===== config.mk =====
export PLATFORM = sky130hd
export DESIGN_NAME = uart_mmio_fifo
export DESIGN_NICKNAME = d
export VERILOG_FILES = /design/src/rtl/mmio_pkg.sv /design/src/rtl/sync_fifo.sv /design/src/rtl/uart_mmio_fifo.sv
export SDC_FILE = /design/constraint.sdc
export NUM_CORES = 1
export LEC_CHECK = 0
export ABC_CLOCK_PERIOD_IN_PS = 5500
export CAP_MARGIN = 20
export CORE_ASPECT_RATIO = 1.4
export CORE_UTILIZATION = 40
export CTS_CLUSTER_DIAMETER = 30
export DETAILED_ROUTE_END_ITERATION = 12
export SKIP_CTS_REPAIR_TIMING = 1
export SYNTH_ARGS = -nofsm -noshare
export SYNTH_HDL_FRONTEND = slang
export SYNTH_SLANG_ARGS = --single-unit
export TNS_END_PERCENT = 20

===== constraint.sdc =====
create_clock -name clk -period 5.5 [get_ports clk]
set_clock_uncertainty 0.05 [all_clocks]
set_input_delay 0.55 -clock clk [delete_from_list [all_inputs] [get_ports clk]]
set_output_delay 0.55 -clock clk [all_outputs]
set_load 0.02 [all_outputs]

===== src/rtl/mmio_pkg.sv =====
// Shared register-map constants and address decode for the UART MMIO block.
// Decode looks only at the low byte; the region is qualified upstream.
package mmio_pkg;

  localparam logic [7:0] MMIO_STATUS = 8'h00;
  localparam logic [7:0] MMIO_RX     = 8'h04;
  localparam logic [7:0] MMIO_TX     = 8'h08;
  localparam logic [7:0] MMIO_CYC    = 8'h10;
  localparam logic [7:0] MMIO_INST   = 8'h14;
  localparam logic [7:0] MMIO_CLR    = 8'h18;

  localparam int STAT_TX_NOT_FULL  = 0;
  localparam int STAT_RX_NOT_EMPTY = 1;
  localparam int STAT_RX_OVERFLOW  = 2;

  typedef enum logic [2:0] {
    REG_STATUS,
    REG_RX,
    REG_TX,
    REG_CYC,
    REG_INST,
    REG_CLR,
    REG_NONE
  } reg_sel_e;

  function automatic reg_sel_e decode(input logic [7:0] offset);
    case (offset)
      MMIO_STATUS: return REG_STATUS;
      MMIO_RX:     return REG_RX;
      MMIO_TX:     return REG_TX;
      MMIO_CYC:    return REG_CYC;
      MMIO_INST:   return REG_INST;
      MMIO_CLR:    return REG_CLR;
      default:     return REG_NONE;
    endcase
  endfunction

endpackage


===== src/rtl/sync_fifo.sv =====
// Single-clock FIFO with fall-through head; push to full and pop from empty
// are ignored, so callers may present raw requests.
module sync_fifo #(
  parameter int WIDTH = 8,
  parameter int DEPTH = 8
) (
  input  logic             clk,
  input  logic             rst,
  input  logic             push,
  input  logic             pop,
  input  logic [WIDTH-1:0] din,
  output logic [WIDTH-1:0] head,
  output logic             full,
  output logic             empty
);

  localparam int AW = $clog2(DEPTH);

  logic [WIDTH-1:0] mem [DEPTH];
  logic [AW-1:0]    rd_ptr;
  logic [AW-1:0]    wr_ptr;
  logic [AW:0]      count;
  logic             do_push;
  logic             do_pop;

  assign full    = (count == (AW+1)'(DEPTH));
  assign empty   = (count == '0);
  assign do_push = push && !full;
  assign do_pop  = pop && !empty;
  assign head    = mem[rd_ptr];

  // NOTE: sequential state uses non-blocking assignments so every flop samples
  // pre-edge values regardless of process ordering.
  always_ff @(posedge clk) begin
    if (rst) begin
      rd_ptr <= '0;
      wr_ptr <= '0;
      count  <= '0;
    end else begin
      if (do_push) wr_ptr <= wr_ptr + AW'(1);
      if (do_pop)  rd_ptr <= rd_ptr + AW'(1);
      case ({do_push, do_pop})
        2'b10:   count <= count + (AW+1)'(1);
        2'b01:   count <= count - (AW+1)'(1);
        default: ;
      endcase
    end
  end

  // NOTE: storage is deliberately not reset; the pointers and count define
  // validity, and leaving the array reset-free lets it map onto RAM.
  always_ff @(posedge clk) begin
    if (do_push) mem[wr_ptr] <= din;
  end

endmodule


===== src/rtl/uart_mmio_fifo.sv =====
// Memory-mapped UART front end: RX/TX byte FIFOs, status, and cycle and
// instruction counters, with registered one-cycle read data like dmem.
module uart_mmio_fifo
  import mmio_pkg::*;
#(
  parameter int RX_DEPTH = 8,
  parameter int TX_DEPTH = 8
) (
  input  logic        clk,
  input  logic        rst,
  input  logic [31:0] io_addr,
  input  logic        io_re,
  input  logic [3:0]  io_we,
  input  logic [31:0] io_wdata,
  output logic [31:0] io_rdata,
  input  logic        inst_retire,
  input  logic [7:0]  uart_rx_data,
  input  logic        uart_rx_valid,
  output logic        uart_rx_ready,
  output logic [7:0]  uart_tx_data,
  output logic        uart_tx_valid,
  input  logic        uart_tx_ready
);

  reg_sel_e    sel;
  logic        any_we;
  logic        rx_push, rx_pop, rx_full, rx_empty;
  logic        tx_push, tx_pop, tx_full, tx_empty;
  logic [7:0]  rx_head, tx_head;
  logic        rx_overflow;
  logic        clr_cnt;
  logic [31:0] cyc_cnt, inst_cnt;
  logic [31:0] rd_next;
  logic        unused_bits;

  assign unused_bits = ^{io_addr[31:8], io_wdata[31:8]};

  assign sel    = decode(io_addr[7:0]);
  assign any_we = |io_we;

  // Ready is forced low during reset so the receiver never hands over a byte
  // that the reset would discard.
  assign uart_rx_ready = !rx_full && !rst;
  assign rx_push       = uart_rx_valid && uart_rx_ready;
  assign rx_pop        = io_re && (sel == REG_RX);

  assign tx_push       = io_we[0] && (sel == REG_TX);
  assign uart_tx_valid = !tx_empty && !rst;
  assign uart_tx_data  = uart_tx_valid ? tx_head : 8'h00;
  assign tx_pop        = uart_tx_valid && uart_tx_ready;

  assign clr_cnt = any_we && (sel == REG_CLR);

  sync_fifo #(.WIDTH(8), .DEPTH(RX_DEPTH)) u_rx_fifo (
    .clk   (clk),
    .rst   (rst),
    .push  (rx_push),
    .pop   (rx_pop),
    .din   (uart_rx_data),
    .head  (rx_head),
    .full  (rx_full),
    .empty (rx_empty)
  );

  sync_fifo #(.WIDTH(8), .DEPTH(TX_DEPTH)) u_tx_fifo (
    .clk   (clk),
    .rst   (rst),
    .push  (tx_push),
    .pop   (tx_pop),
    .din   (io_wdata[7:0]),
    .head  (tx_head),
    .full  (tx_full),
    .empty (tx_empty)
  );

  // A new overflow event outranks a simultaneous clear so it is never missed.
  always_ff @(posedge clk) begin
    if (rst)                                 rx_overflow <= 1'b0;
    else if (uart_rx_valid && rx_full)       rx_overflow <= 1'b1;
    else if (any_we && (sel == REG_STATUS))  rx_overflow <= 1'b0;
  end

  always_ff @(posedge clk) begin
    if (rst || clr_cnt) begin
      cyc_cnt  <= '0;
      inst_cnt <= '0;
    end else begin
      cyc_cnt <= cyc_cnt + 32'd1;
      if (inst_retire) inst_cnt <= inst_cnt + 32'd1;
    end
  end

  // NOTE: default assignment first so no path through the case leaves
  // rd_next unassigned and infers a latch.
  always_comb begin
    rd_next = '0;
    case (sel)
      REG_STATUS: begin
        rd_next[STAT_TX_NOT_FULL]  = !tx_full;
        rd_next[STAT_RX_NOT_EMPTY] = !rx_empty;
        rd_next[STAT_RX_OVERFLOW]  = rx_overflow;
      end
      REG_RX:   rd_next[7:0] = rx_empty ? 8'h00 : rx_head;
      REG_CYC:  rd_next = cyc_cnt;
      REG_INST: rd_next = inst_cnt;
      default:  ;
    endcase
  end

  always_ff @(posedge clk) begin
    if (rst)        io_rdata <= '0;
    else if (io_re) io_rdata <= rd_next;
    else            io_rdata <= '0;
  end

endmodule


==> run metrics, run 1 <==
cell mode on critical path clkdlybuf4s50_1; Worst-path clk slew 50 ps; placed cell areas 0.0115 mm²; # setup viols final 0; slew margin rel. 32.4%; crit path capture type output pin; WP data arrival 2790 ps; IO Pins 124; Hold WS 422 ps; Final min period 3390 ps; worst path bufs/invs 3; largest net degree at the start of global routing 38; Cells after Synth 834; Die H 193 µm; CTS max path bufs 3; Die Area 0.0268 mm²; Critical Path Fanout Max 15; kind of cell adding the most delay to the critical path buffers and inverters; CTS Buf Count 43; Wirelength per Cell 17.2 µm; Vias 6914; launching element type of the critical path primary input; PwrDens 362 mW/mm²; Final Instance Area 0.0130 mm²; grt ovf 0; commonest cells in the netlist edfxtp_1 (128), dfxtp_1 (123), nor2_1 (75), a21oi_1 (53), mux2i_1 (50); DPL Wire Length 14.1 mm; final wirelength 22.0 mm; Multi-input gate area 0.00393 mm²; fmax 295 MHz; Core Area 0.0256 mm²; Synth Register Bits 251; final worst path period share 61.6%; Antenna diodes 0; synth unique cells 51; drt drc 6; gr usage total 16.4%; Leakage 4.23 nW; Clock Sink Count 251; worst path cell trace clkdlybuf4s50_1 -> buf_4 -> or2_2 -> nor2_1 -> clkdlybuf4s50_1; HP Class reg2reg; cell with the most instances after synthesis edfxtp_1; final hold vios 0; clk root buf clkbuf_16; measured slew at the worst slew-check pin 1010 ps; # H-tree levels 2; Worst IR Drop VDD 225 µV; DRT Pass-1 Iters 10; predominant post-synthesis flop cell edfxtp_1; syn avg cell area 12.5 µm²; EDFF count, synth 128; count of pins over their slew limit 0; WP data required 4900 ps; total of warnings raised by yosys 0; Post-Synthesis Net Count 928; Seq. cell area 0.00631 mm²; Async SR Flop Fraction 0%; # nets final 1015; Setup CP Type in2out; Worst path max stage delay 700 ps; status finished with violations; vias per cell 5.42; Antenna Nets Post-Route 0; Initial DRC Count 309; area leader, netlist edfxtp_1; CTS tree yes; initial antenna violation count 1; vias in the first global route 6851; setup tns final 0 ps; synthesized area 0.0105 mm²; failing checks DRC; RSZ-0062 raised after global routing no; layout cells sized above 1 14.1%; starting density of the core 40.9%; Rows 69; Worst path slowest cell clkdlybuf4s50_1; clk_lat worst skew 540 ps; max capacitance violation total 0; FILL cells 2222; Area Growth Syn to Fin 24.1%; register area share after synthesis 60.3%; number of port buffers 75; post-synth top area share 36.8%; first-pass GRT wire length 34.8 mm; synth top area cells edfxtp_1 (37%), dfxtp_1 (24%), mux4_2 (6.9%); gp weighted congestion 0.748; DIE WIDTH 139 µm
[cell type report]
class / count / share of cell area [%]
sequential: 251 / 48.6
timing repair buffer: 86 / 6.44
clock buffer: 51 / 8.85
clock inverter: 29 / 2.26
inverter: 15 / 0.434
tap: 319 / 3.08
multi-input combinational: 524 / 30.3
[report_power, final]
| group | leakage [nW] | internal (W) | total, W | switching [W] |
|---|---|---|---|---|
| registers | 2.14 | 0.00198 | 0.00199 | 0.0000103 |
| clock network | 0.692 | 0.00166 | 0.00261 | 0.000949 |
| logic | 1.39 | 0.0000445 | 0.000102 | 0.0000571 |
| total | 4.23 | 0.00368 | 0.00470 | 0.00102 |
[final timing paths]
path | from | slack [ps] | cells past startpoint | to
worst max register to register | u_rx_fifo.count[0]$_SDFFE_PP0P_ | 2630 | 10 | u_rx_fifo.count[2]$_SDFFE_PP0P_
worst min register to register | u_tx_fifo.rd_ptr[2]$_SDFFE_PP0P_ | 420 | 1 | u_tx_fifo.rd_ptr[2]$_SDFFE_PP0P_
worst min-delay path | u_tx_fifo.rd_ptr[2]$_SDFFE_PP0P_ | 420 | 1 | u_tx_fifo.rd_ptr[2]$_SDFFE_PP0P_
worst max-delay path | rst | 2110 | 5 | uart_tx_data[5]
[cells by family (layout without fill, tap and decap cells)]
family          count (synthesis)  after routing  synth area share [%]
compound gates                121            121                  6.93
flops                         251            251                  60.3
xor+xnor                       27             27                  2.26
buf+inv                        59            181                  2.33
simple gates                  276            276                  14.4
mux                            88             88                  12.3
fa+ha+maj                      12             12                  1.44
[stage by stage]
stage / std cells / setup slack, ps / utilization, % / total power [W]
2_1_floorplan: 834 / 2360 / - / 0.00207
3_3_place_gp: 1194 / 1770 / 45.1 / 0.00213
5_1_grt: 1275 / 1920 / 50.8 / 0.00483
6_report: 1275 / 2110 / 50.8 / 0.00470
4_1_cts: 1275 / 2060 / 50.8 / 0.00474
3_5_place_dp: 1195 / 1750 / 45.1 / 0.00213
[routing by layer]
layer  share of wire, %  vias to the layer above  track usage, %  wire (µm)
li1                   -                     3373               -          -
met1                 41                     3387            18.6       9010
met2                 53                      109            30.0      11600
met3                3.8                       43            3.34        835
met4                2.3                        2            6.63        497
met5              0.050                        -               0         11
[placed cells by master, fill, tap and decap left out, types with 7 or more instances in the layout]
cell type / count
nand3_1: 21
o31ai_1: 23
a21oi_1: 53
clkdlybuf4s50_1: 74
or4_1: 27
inv_1: 13
clkbuf_16: 44
dfxtp_1: 123
edfxtp_1: 128
nor2_1: 75
nand4_1: 21
and3_1: 7
xor2_1: 15
buf_4: 10
mux4_2: 32
nor4_1: 10
nand2b_1: 9
nand2_1: 39
o21ai_0: 22
ha_1: 12
or3_1: 17
xnor2_1: 12
nor3_1: 9
and4_1: 11
mux2i_1: 50
[flip-flops by register name, indices dropped and copies added (netlist names), 4 cells and up, named ones only]
name	cells
u_rx_fifo.mem	64
u_tx_fifo.mem	64
cyc_cnt	32
inst_cnt	32
io_rdata	32
u_rx_fifo.count	4
u_tx_fifo.count	4
(Power assumes the default switching activity.)
==> run 2, diff against run 1 <==
--- a/config.mk
+++ b/config.mk
@@ -5,7 +5,7 @@
 export SDC_FILE = /design/constraint.sdc
 export NUM_CORES = 1
 export LEC_CHECK = 0
-export ABC_CLOCK_PERIOD_IN_PS = 5500
+export ABC_CLOCK_PERIOD_IN_PS = 3300
 export CAP_MARGIN = 20
 export CORE_ASPECT_RATIO = 1.4
 export CORE_UTILIZATION = 40
==> constraint.sdc (replaced) <==
create_clock -name clk -period 3.3 [get_ports clk]
set_clock_uncertainty 0.05 [all_clocks]
set_input_delay 0.33 -clock clk [delete_from_list [all_inputs] [get_ports clk]]
set_output_delay 0.33 -clock clk [all_outputs]
set_load 0.02 [all_outputs]
==> run metrics, run 2 (same netlist as run 1, synthesis figures left out) <==
# setup viols final 0 (unchanged); grt ovf 0 (unchanged); Clock Sink Count 251 (unchanged); Antenna Nets Post-Route 0 (unchanged); layout cells sized above 1 15.7% (+1.5 points); CTS Buf Count 38 (-12%); status finished with violations; r2r worst-path depth 10 (unchanged); r2r startpoint u_rx_fifo.count[0]$_SDFFE_PP0P_; PwrDens 592 mW/mm² (+63%); Vias 6962 (+0.69%); drt drc 6 (unchanged); Rows 69 (unchanged); vias per cell 5.40 (-0.48%); Seq. cell area 0.00631 mm² (unchanged); Multi-input gate area 0.00391 mm² (-0.51%); met2 WL 11.5 mm (-0.77%); Die Area 0.0268 mm² (unchanged); DIE WIDTH 139 µm (unchanged); switching portion of total power 20.9% (-0.76 points); Setup CP Type reg2out; measured slew at the worst slew-check pin 890 ps (-120 ps); WP data arrival 2480 ps (-310 ps); Antenna diodes 0 (unchanged); number of port buffers 75 (unchanged); Final min period 2860 ps; vias in the first global route 6992 (+2.1%); largest registers u_rx_fifo.mem x64, u_tx_fifo.mem x64; Die H 193 µm (unchanged); gp weighted congestion 0.746 (-0.20%); clk_lat worst skew 520 ps (-20 ps); Initial DRC Count 597 (+93%); max capacitance violation total 0 (unchanged); Worst IR Drop VDD 431 µV (+92%); CTS max path bufs 3 (unchanged); register share of total power 42.8% (+0.4 points); commonest non-fill, non-tap cell in the layout edfxtp_1; slew margin rel. 40.6% (+8.2 points); Top Metal Used met4; Switching Power 0.00162 W (+59%); Clock Power Share 54.9% (-0.6 points); crit path capture type output pin; RSZ-0062 raised after global routing no; setup tns final 0 ps (unchanged); first-pass GRT wire length 35.8 mm (+3.0%); count of pins over their slew limit 0 (unchanged); Met1 Routed Length 8.93 mm (-0.82%); DRT Pass-1 Iters 10 (unchanged); FILL cells 2254 (+1.4%); DPL Wire Length 14.3 mm (+1.4%); r2r endpoint u_rx_fifo.count[2]$_SDFFE_PP0P_; Hold Path Cell Cnt 4 (+3); # H-tree levels 2 (unchanged); Wirelength per Cell 17.1 µm (-0.83%); WP data required 2920 ps (-1980 ps); gr usage total 16.7% (+0.34 points); Logic pwr share 2.3% (about the same); Worst path max stage delay 540 ps (-160 ps); final hold vios 0 (unchanged); fin util 51.2% (+0.44 points); worst path bufs/invs 2 (-1); failing checks DRC; largest net degree at the start of global routing 63 (+66%); FF-to-FF setup slack 550 ps (-2080 ps); # nets final 1035 (+2.0%); starting density of the core 40.9% (unchanged); Area Growth Syn to Fin 25.2%; CTS tree yes; IO Pins 124 (unchanged); launching element type of the critical path flop; worst path cell trace buf_4 -> mux4_2 -> mux2i_1 -> nor2_1 -> clkdlybuf4s50_1; fmax 349 MHz; HP Class in2reg; final worst path period share 86.8%; initial antenna violation count 0 (-1); WL met3 995 µm (+19%); Leakage 4.32 nW (+2.2%); Worst path slowest cell mux4_2; kind of cell adding the most delay to the critical path buffers and inverters; Pint 0.00613 W (+66%); Worst-path clk slew 60 ps (about the same); Core Area 0.0256 mm² (unchanged); Hold Path Origin io_addr[2]; clk root buf clkbuf_16; Design Power 0.00774 W (+65%); Hold Path End io_rdata[1]$_SDFF_PP0_; final wirelength 22.0 mm (+0.33%); Critical Path Fanout Max 16 (+1); commonest non-fill, non-tap cells in the layout edfxtp_1 (128), dfxtp_1 (123), nor2_1 (75)
[run 2: per-layer routing]
metal | global-route usage, % | vias to the layer above
li1 | - | 3404
met1 | 19.5 | 3361
met2 | 30.3 | 152
met3 | 3.02 | 45
met4 | 6.71 | 0
met5 | 0 | -
[run 2: area by class of cell]
| cell class | count | share of cell area (%) |
|---|---|---|
| flip-flops and latches | 251 | 48.2 |
| inverters | 15 | 0.430 |
| repair buffers | 111 | 7.86 |
| multi-input cells | 524 | 29.9 |
| clock inverters | 25 | 2.68 |
| well taps | 319 | 3.05 |
| clock buffers | 45 | 7.86 |
[run 2: worst max-delay path by stage]
stage,start,end,slack [ps],depth (start not counted)
floorplan,io_addr[1],u_tx_fifo.mem[2][0]$_DFFE_PP_,380,6
global placement,io_addr[1],u_tx_fifo.count[2]$_SDFFE_PP0P_,160,12
detailed placement,io_addr[1],u_tx_fifo.count[2]$_SDFFE_PP0P_,100,12
CTS,flop,uart_tx_data[5],380,5
global route,flop,uart_tx_data[5],290,5
finish,flop,uart_tx_data[5],440,5
[run 2: power by group through the flow]
stage | sequential (W) | combinational (W) | clock (W)
2_1_floorplan | 0.00337 | 0.0000864 | 0
3_3_place_gp | 0.00338 | 0.000179 | 0
3_5_place_dp | 0.00338 | 0.000181 | 0
4_1_cts | 0.00331 | 0.000182 | 0.00435
5_1_grt | 0.00331 | 0.000197 | 0.00447
6_report | 0.00331 | 0.000179 | 0.00425
[run 2: metrics by stage]
stage	cells	area [µm²]	setup WS, ps	hold WS [ps]
2_1_floorplan	834	10500	384	377
3_3_place_gp	1220	11700	157	394
3_5_place_dp	1220	11700	103	408
4_1_cts	1290	13100	378	267
5_1_grt	1290	13100	288	300
6_report	1290	13100	437	282
[run 2: worst min-delay path, cell delays in order]
cell,delay (ps)
buf_2,110
inv_1,70
a311oi_1,190
a2111oi_0,90
==> run 3, diff against run 2 <==
--- a/config.mk
+++ b/config.mk
@@ -11,6 +11,7 @@
 export CORE_UTILIZATION = 40
 export CTS_CLUSTER_DIAMETER = 30
 export DETAILED_ROUTE_END_ITERATION = 12
+export PLACE_DENSITY = 0.63
 export SKIP_CTS_REPAIR_TIMING = 1
 export SYNTH_ARGS = -nofsm -noshare
 export SYNTH_HDL_FRONTEND = slang
==> run metrics, run 3 (same netlist as run 1, synthesis figures left out) <==
HP Class in2reg; # H-tree levels 2 (unchanged); gr usage total 16.6% (-0.15 points); RSZ-0062 raised after global routing no; DPL Wire Length 14.2 mm (-0.76%); vias in the first global route 6858 (-1.9%); final hold vios 0 (unchanged); Area Growth Syn to Fin 25.8%; Worst-path clk slew 50 ps (about the same); vias per cell 5.36 (-0.76%); WP data arrival 2500 ps (+20 ps); WP data required 2920 ps (about the same); gp weighted congestion 0.763 (+2.2%); first-pass GRT wire length 35.1 mm (-1.9%); starting density of the core 40.9% (unchanged); Critical Path Fanout Max 16 (unchanged); Final Instance Area 0.0132 mm² (+0.52%); # setup viols final 0 (unchanged); commonest non-fill, non-tap cell in the layout edfxtp_1; Vias 6952 (-0.14%); Final min period 2880 ps (+15.9 ps); Clock Sink Count 251 (unchanged); crit path capture type output pin; measured slew at the worst slew-check pin 731 ps (-159 ps); largest registers u_rx_fifo.mem x64, u_tx_fifo.mem x64; status finished with violations; DRT Pass-1 Iters 8 (-2); clk_lat worst skew 520 ps (about the same); layout cells sized above 1 16.1% (+0.40 points); Worst IR Drop VDD 407 µV (-5.7%); Wirelength per Cell 16.9 µm (-1.1%); Rows 69 (unchanged); clk root buf clkbuf_16; worst path cell trace buf_4 -> mux4_2 -> mux2i_1 -> nor2_1 -> clkdlybuf4s50_1; FILL cells 2195 (-2.6%); failing checks DRC; DIE WIDTH 139 µm (unchanged); Antenna Nets Post-Route 0 (unchanged); setup tns final 0 ps (unchanged); Worst path max stage delay 550 ps (about the same); CTS Buf Count 42 (+11%); PwrDens 599 mW/mm² (+1.2%); Die H 193 µm (unchanged); max capacitance violation total 0 (unchanged); CTS max path bufs 3 (unchanged); initial antenna violation count 1 (+1); final worst path period share 87.2% (+0.48 points); kind of cell adding the most delay to the critical path buffers and inverters; Multi-input gate area 0.00391 mm² (unchanged); placed cell areas 0.0117 mm² (unchanged); Initial DRC Count 318 (-47%); worst path bufs/invs 2 (unchanged); grt ovf 0 (unchanged); Leakage 4.35 nW (+0.67%); largest net degree at the start of global routing 63 (unchanged); Core Area 0.0256 mm² (unchanged); Die Area 0.0268 mm² (unchanged); CTS tree yes; count of pins over their slew limit 0 (unchanged); commonest non-fill, non-tap cells in the layout edfxtp_1 (128), dfxtp_1 (123), nor2_1 (75); drt drc 6 (unchanged); launching element type of the critical path flop; slew margin rel. 50.8% (+10 points); final wirelength 21.9 mm (-0.48%); number of port buffers 75 (unchanged); IO Pins 124 (unchanged); fmax 347 MHz (-0.55%); # nets final 1039 (+0.39%); Setup CP Type reg2out; Worst path slowest cell mux4_2; Seq. cell area 0.00631 mm² (unchanged)
[run 3: cell count changes in the layout (fill, tap and decap cells not counted), sizes merged]
| cell | change |
|---|---|
| inv | -1 |
| bufinv | -1 |
| diode | +1 |
| clkbuf | +4 |
| clkinvlp | +2 |
| clkinv | +3 |
[run 3: where the power goes]
part	internal [W]	switching [W]
Sequential	0.00330	0.0000161
Clock	0.00285	0.00153
Combinational	0.0000814	0.0000963
[run 3: metal layers]
metal | up-vias | track usage (%) | part of all wire (%)
li1 | 3418 | - | -
met1 | 3380 | 18.7 | 42
met2 | 115 | 30.5 | 52
met3 | 37 | 3.39 | 3.9
met4 | 2 | 6.50 | 2.1
met5 | - | 0 | 0.068
[run 3: area by class of cell]
type / instances / share of cell area, %
Sequential cell: 251 / 48.0
Clock buffer: 49 / 8.51
Timing Repair Buffer: 111 / 7.82
Tap cell: 319 / 3.04
Antenna cell: 1 / 0.0190
Inverter: 15 / 0.428
Clock inverter: 28 / 2.47
Multi-Input combinational cell: 524 / 29.8
[run 3: per-stage QoR]
stage          hold WS [ps]  total power, W  cells  setup WS (ps)  utilization [%]
5_1_grt                 309         0.00811   1297            294             51.4
4_1_cts                 256         0.00795   1297            324             51.4
2_1_floorplan           377         0.00346    834            384                -
6_report                270         0.00788   1298            421             51.5
3_5_place_dp            401         0.00356   1220           90.5             45.8
3_3_place_gp            393         0.00355   1220            132             45.8
[run 3: worst min-delay path, delay by kind of cell]
kind                   cells  cell delay, ps
AO/OA/AOI/OAI              2             290
buffers and inverters      2             160
[run 3: final timing paths]
check                                        start                               end  slack (ps)  depth (start not counted)
setup / recovery                              flop                   uart_tx_data[7]         420                          5
setup reg to reg   u_rx_fifo.count[0]$_SDFFE_PP0P_   u_rx_fifo.count[2]$_SDFFE_PP0P_         560                         10
hold / removal                          io_addr[2]            io_rdata[1]$_SDFF_PP0_         270                          4
hold reg to reg   u_tx_fifo.rd_ptr[2]$_SDFFE_PP0P_  u_tx_fifo.rd_ptr[2]$_SDFFE_PP0P_         410                          1
